## src/rtl/wb_stage.sv

```systemverilog
// rtl/wb_stage.sv - writeback stage: WB register, register-file write port, HI/LO, minimal CP0 and flush
// Exceptions and ERET retire as a single FLUSH cycle that redirects the front end.
module wb_stage #(
   parameter logic [31:0] EXC_VECTOR   = 32'hBFC0_0380,
   parameter logic [31:0] STATUS_RESET = 32'h0000_0000
) (
   input  logic        clk,
   input  logic        resetn,
   input  logic [42:0] MEM_WB_BUS,
   input  logic        mem_valid,
   input  logic        adel,
   input  logic        ades,
   input  logic [31:0] epc,
   input  logic [31:0] e_addr,
   output logic        wb_allow_in,
   output logic        rf_wen,
   output logic [4:0]  rf_wdest,
   output logic [31:0] rf_wdata,
   output logic [31:0] hi,
   output logic [31:0] lo,
   output logic [31:0] cp0_status,
   output logic [31:0] cp0_cause,
   output logic [31:0] cp0_epc,
   output logic        flush,
   output logic [31:0] flush_pc,
   output logic [31:0] retired
);

   typedef enum logic {ST_RUN = 1'b0, ST_FLUSH = 1'b1} state_t;

   localparam logic [4:0] EXC_ADEL = 5'd4;
   localparam logic [4:0] EXC_ADES = 5'd5;
   localparam logic [4:0] EXC_SYS  = 5'd8;

   state_t      state_q, state_d;
   logic        wb_valid_q, wb_valid_d;
   logic [42:0] bus_q, bus_d;
   logic        adel_q, adel_d;
   logic        ades_q, ades_d;
   logic [31:0] epc_q, epc_d;
   logic [31:0] eaddr_q, eaddr_d;
   logic [31:0] hi_q, hi_d;
   logic [31:0] lo_q, lo_d;
   logic [31:0] status_q, status_d;
   logic [31:0] cause_q, cause_d;
   logic [31:0] cp0_epc_q, cp0_epc_d;
   logic [31:0] badvaddr_q, badvaddr_d;
   logic [31:0] retired_q, retired_d;
   logic [31:0] flush_pc_q, flush_pc_d;

   logic        f_rf_wen;
   logic [4:0]  f_wdest;
   logic        f_cp0_wen;
   logic        f_hi_wen;
   logic        f_lo_wen;
   logic        f_syscall;
   logic        f_eret;
   logic [31:0] f_result;

   logic        exc;
   logic        eret_take;
   logic        commit;
   logic        capture;
   logic        go_flush;
   logic [4:0]  exc_code;

   assign {f_rf_wen, f_wdest, f_cp0_wen, f_hi_wen, f_lo_wen, f_syscall, f_eret, f_result} = bus_q;

   assign exc       = wb_valid_q & (adel_q | ades_q | f_syscall);
   assign eret_take = wb_valid_q & f_eret & ~exc;
   assign commit    = wb_valid_q & ~exc & ~f_eret;
   assign capture   = mem_valid & wb_allow_in;
   assign go_flush  = (state_q == ST_RUN) & (state_d == ST_FLUSH);

   always_comb begin
      exc_code = EXC_SYS;
      if (adel_q) begin
         exc_code = EXC_ADEL;
      end else if (ades_q) begin
         exc_code = EXC_ADES;
      end
   end

   always_ff @(posedge clk) begin
      if (!resetn) begin
         state_q <= ST_RUN;
      end else begin
         state_q <= state_d;
      end
   end

   always_comb begin
      state_d = state_q;
      case (state_q)
         ST_RUN: begin
            if (wb_valid_q & (exc | eret_take)) begin
               state_d = ST_FLUSH;
            end
         end
         ST_FLUSH: state_d = ST_RUN;
         default:  state_d = ST_RUN;
      endcase
   end

   always_comb begin
      wb_allow_in = (state_q == ST_RUN);
      flush       = (state_q == ST_FLUSH);
   end

   always_comb begin
      wb_valid_d = capture;
      bus_d      = bus_q;
      adel_d     = adel_q;
      ades_d     = ades_q;
      epc_d      = epc_q;
      eaddr_d    = eaddr_q;
      if (capture) begin
         bus_d   = MEM_WB_BUS;
         adel_d  = adel;
         ades_d  = ades;
         epc_d   = epc;
         eaddr_d = e_addr;
      end
   end

   // Architectural state: software writes only on commit, hardware writes on exception/ERET.
   always_comb begin
      hi_d       = hi_q;
      lo_d       = lo_q;
      status_d   = status_q;
      cause_d    = cause_q;
      cp0_epc_d  = cp0_epc_q;
      badvaddr_d = badvaddr_q;
      retired_d  = retired_q;
      flush_pc_d = 32'h0;

      if (commit) begin
         retired_d = retired_q + 32'd1;
         if (f_hi_wen) begin
            hi_d = f_result;
         end
         if (f_lo_wen) begin
            lo_d = f_result;
         end
         if (f_cp0_wen) begin
            case (f_wdest)
               5'd12:   status_d = f_result;
               5'd13:   cause_d[9:8] = f_result[9:8];
               5'd14:   cp0_epc_d = f_result;
               default: ;
            endcase
         end
      end

      if (exc) begin
         cause_d[6:2] = exc_code;
         status_d[1]  = 1'b1;
         if (!status_q[1]) begin
            cp0_epc_d = epc_q;
         end
         if (adel_q | ades_q) begin
            badvaddr_d = eaddr_q;
         end
      end else if (eret_take) begin
         status_d[1] = 1'b0;
      end

      if (go_flush) begin
         flush_pc_d = exc ? EXC_VECTOR : cp0_epc_q;
      end
   end

   always_ff @(posedge clk) begin
      if (!resetn) begin
         wb_valid_q <= 1'b0;
         bus_q      <= '0;
         adel_q     <= 1'b0;
         ades_q     <= 1'b0;
         epc_q      <= '0;
         eaddr_q    <= '0;
         hi_q       <= '0;
         lo_q       <= '0;
         status_q   <= STATUS_RESET;
         cause_q    <= '0;
         cp0_epc_q  <= '0;
         badvaddr_q <= '0;
         retired_q  <= '0;
         flush_pc_q <= '0;
      end else begin
         wb_valid_q <= wb_valid_d;
         bus_q      <= bus_d;
         adel_q     <= adel_d;
         ades_q     <= ades_d;
         epc_q      <= epc_d;
         eaddr_q    <= eaddr_d;
         hi_q       <= hi_d;
         lo_q       <= lo_d;
         status_q   <= status_d;
         cause_q    <= cause_d;
         cp0_epc_q  <= cp0_epc_d;
         badvaddr_q <= badvaddr_d;
         retired_q  <= retired_d;
         flush_pc_q <= flush_pc_d;
      end
   end

   assign rf_wen     = commit & f_rf_wen;
   assign rf_wdest   = f_wdest;
   assign rf_wdata   = f_result;
   assign hi         = hi_q;
   assign lo         = lo_q;
   assign cp0_status = status_q;
   assign cp0_cause  = cause_q;
   assign cp0_epc    = cp0_epc_q;
   assign flush_pc   = flush_pc_q;
   assign retired    = retired_q;

endmodule

```

## config.mk

```make
export PLATFORM = sky130hd
export DESIGN_NAME = wb_stage
export DESIGN_NICKNAME = d
export VERILOG_FILES = /design/src/rtl/wb_stage.sv
export SDC_FILE = /design/constraint.sdc
export NUM_CORES = 1
export LEC_CHECK = 0
export CAP_MARGIN = 20
export CORE_MARGIN = 1.5
export CORE_UTILIZATION = 45
export DETAILED_ROUTE_END_ITERATION = 10
export GPL_TIMING_DRIVEN = 0
export PLACE_DENSITY = 0.78
export SLEW_MARGIN = 40
export SYNTH_ARGS = -nofsm -noshare
export SYNTH_HDL_FRONTEND = slang
export SYNTH_SLANG_ARGS = --single-unit
export TNS_END_PERCENT = 5
```

## constraint.sdc

```tcl
create_clock -name clk -period 2.02 [get_ports clk]
set_input_delay 0.404 -clock clk [delete_from_list [all_inputs] [get_ports clk]]
set_output_delay 0.404 -clock clk [all_outputs]
set_load 0.05 [all_outputs]
```

==> results.md <==
### Outcome
• **result of the run** finished with violations
• **violations in the final reports** negative setup slack

### Final layout
• **number of nets in the layout** 1788
• **layout overhead on the synthesized area** 42.69%
• **post-layout util** 65.97%
• **fraction of layout instances using a drive strength above 1** 13.23%
• **filler cell count** 1990
• **post-route cell area** 15030 sq um

### STA
• **Final Skew** 12.59 ps
• **max_slew headroom** 52.44%
• **period utilisation layout** 102.0%
• **final hold viol count** 0
• **Max Fclk** 485.4 MHz
• **final count of negative-setup-slack endpoints** 1
• **transition time at the pin with the least slew margin** 713.3 ps
• **unrepaired setup endpoints after global routing** true
• **final period demand of the worst path** 2060 ps
• **number of max-slew violations in the final report** 0
• **post-layout worst setup margin** -40.28 ps

### Setup path
• **required time at the endpoint of the critical path** 1620 ps
• **startpoint of the most critical register-to-register path** wb_valid_q
• **worst flop-to-flop path endpoint** lo[20]
• **Critical Path AT** 1660 ps
• **Reg2Reg Depth** 7
• **Worst setup startpoint** wb_valid_q
• **crit path kind** reg2out
• **kind of launch point of the worst setup path** flop
• **kind of end point of the critical path** output pin
• **peak fanout along the critical path** 10
• **reg2reg setup slack** 0 ps

### GRT
• **global route total overflow** 0
• **maximum number of pins on one net before global-route repair** 15
• **total track usage** 29.71%
• **number of global-route vias before repair** 10070
• **first-pass GRT wire length** 56000 um
• **initial antenna violation count** 3

### Floorplan
• **Starting Density** 46.23%
• **area of the core** 22780 sq um
• **Placement Rows** 55
• **die extent in x** 156.0 um
• **number of top-level pins** 376
• **die area** 24330 sq um
• **Die Y** 156.0 um

### Min path
• **destination of the worst hold path** retired[27]
• **cell depth of the worst min-delay path** 3
• **Hold/Removal Path Class** in2reg
• **Min-Delay Startpoint** resetn

### Placed design
• **weighted congestion at the end of routability-driven global placement** 0.8785
• **worst setup timing slack at the placement stage** -632.5 ps
• **count of buffers from port buffering** 316
• **HPWL after detailed placement** 27010 um
• **placed cell areas** 14190 sq um

### Synthesis
• **sequential area share after synthesis** 52.47%
• **most frequent cell after synthesis** nand2_1
• **Synth Flop Type** dfxtp_1
• **count of flip-flops with a built-in enable after synthesis** 0
• **synthesis-stage register bit count** 276
• **asr flop ratio synth** 0%
• **synthesized instance count** 1294
• **post-synth top area cell** dfxtp_1
• **most area-consuming cells after synthesis** dfxtp_1, nand2_1, a21oi_1
• **Unique masters post-synth** 46
• **synthesis warning total** 0
• **portion of synthesized cell area occupied by the leading cell type** 52.47%
• **mapped cell area** 10530 sq um
• **Avg Synthesized Cell Area** 8.139 sq um
• **most frequent cells after synthesis** nand2_1, dfxtp_1, a21oi_1, clkbuf_1, buf_4

### Drt
• **1st-pass router iterations** 5
• **Routed Antenna Nets** 0
• **DRT iter0 DRCs** 556
• **DRC violation count after routing** 0
• **Vias** 10510
• **DRT Wirelength** 37140 um
• **Wirelength per Cell** 18.50 um
• **vias per inst** 5.234

### Flow run
• **number of violations of the max-capacitance limit** 0

### Pwr
• **worst vdd rail ir drop** 0.6117 mV
• **static leakage** 0.006546 uW
• **power per cell area** 827.7 nW/um^2
• **overall power after layout** 12440 uW

### CTS
• **cts bufs inserted** 29
• **clock root cell** clkbuf_16
• **insertion delay of the later-clocked pin in the worst-skew pair** 540 ps
• **number of levels the H-tree was split into** 1
• **clock tree from TritonCTS** yes
• **count of hold buffers inserted by post-cts repair** 0
• **clock-pin slew on the worst setup and hold paths** 60 ps
• **worst-case clock buffer depth** 3
• **clock tree sinks** 276

-- registers in the layout (all words and copies together), names as in the netlist --
register	count
adel_q	1
ades_q	1
bus_q	43
cp0_cause	5
cp0_epc	32
cp0_status	32
epc_q	32
flush	1
flush_pc	32
hi	32
lo	32
retired	32
wb_valid_q	1
-- metal layers --
metal  wire length [um]  vias to the layer above  global-route usage, %
met5                  0                        -                      0
met4               1613                        0                  12.70
met3               3314                      103                  8.222
met2              17180                      455                  49.31
met1              15040                     4953                  36.10
li1                   -                     4998                      -
-- cells in the final DEF, fill, tap and decap left out, drive strengths merged, types with 11 or more instances in the layout --
| cell | instances |
|---|---|
| nand3 | 12 |
| a31oi | 32 |
| or3 | 11 |
| conb | 27 |
| nand4 | 13 |
| a21oi | 194 |
| buf | 106 |
| clkdlybuf4s15 | 21 |
| dfxtp | 276 |
| o21ai | 41 |
| and2 | 23 |
| o21a | 14 |
| clkdlybuf4s50 | 78 |
| clkbuf | 115 |
| nor2 | 11 |
| dlygate4sd2 | 198 |
| nand2 | 426 |
-- cells by family after synthesis --
logic type	share of synthesized area, %
adder cells (fa/ha/maj)	0.1188
AO/OA/AOI/OAI	15.42
flip-flops	52.47
other	0.03561
AND/OR/NAND/NOR	22.40
XOR/XNOR	0.6653
multiplexers	0.4752
buffers and inverters	8.423
-- cell type report --
class                           count  area (sq um)  share of cell area (%)
Antenna cell                        2         5.005                 0.03331
Multi-Input combinational cell    882          4248                   28.27
Tap cell                          313         391.6                   2.606
Clock buffer                       40         817.0                   5.437
Clock inverter                      9         105.1                  0.6994
Timing Repair Buffer              325          2973                   19.78
Sequential cell                   276          5549                   36.93
Buffer                            154         908.4                   6.045
Inverter                            7         30.03                  0.1998
-- critical path, cell delays in order, from the launching register on --
cell and delay (ps):
dfxtp_2 340, buf_6 130, nor2b_2 160, buf_4 160, and3_4 190, buf_8 140
-- how the worst max path moves through the flow --
stage | to | cells past startpoint | slack [ps]
6_report | rf_wen | 5 | -40
5_1_grt | hi[22] | 7 | -120
4_1_cts | rf_wen | 4 | -130
3_5_place_dp | hi[29] | 5 | -630
3_3_place_gp | hi[28] | 5 | -610
2_1_floorplan | retired[30] | 5 | -30
-- metrics by stage --
| step | instances | hold WS (ps) | setup TNS (ps) |
|---|---|---|---|
| 2_1_floorplan | 1320 | 431.9 | -58.85 |
| 3_3_place_gp | 1949 | 438.1 | -98390 |
| 6_report | 2008 | 389.4 | -40.28 |
| 3_5_place_dp | 1949 | 443.6 | -106250 |
| 4_1_cts | 1999 | 382.8 | -127.3 |
| 5_1_grt | 2008 | 399.2 | -3434 |
-- power by group --
| part | switching, uW | internal (uW) |
|---|---|---|
| combinational | 935 | 497 |
| clock | 2170 | 3060 |
| sequential | 174 | 5590 |
| total | 3280 | 9150 |
-- what timing repair did --
| item | CTS | global route |
|---|---|---|
| endpoints found under the hold margin | 0 | 0 |
| pin swaps | 3 | 5 |
| cloned | 0 | 1 |
| resized for setup | 324 | 47 |
| buffers inserted | 1 | 7 |
| endpoints found under the setup margin | 415 | 199 |
No activity file was read; power rests on OpenSTA's default activity.
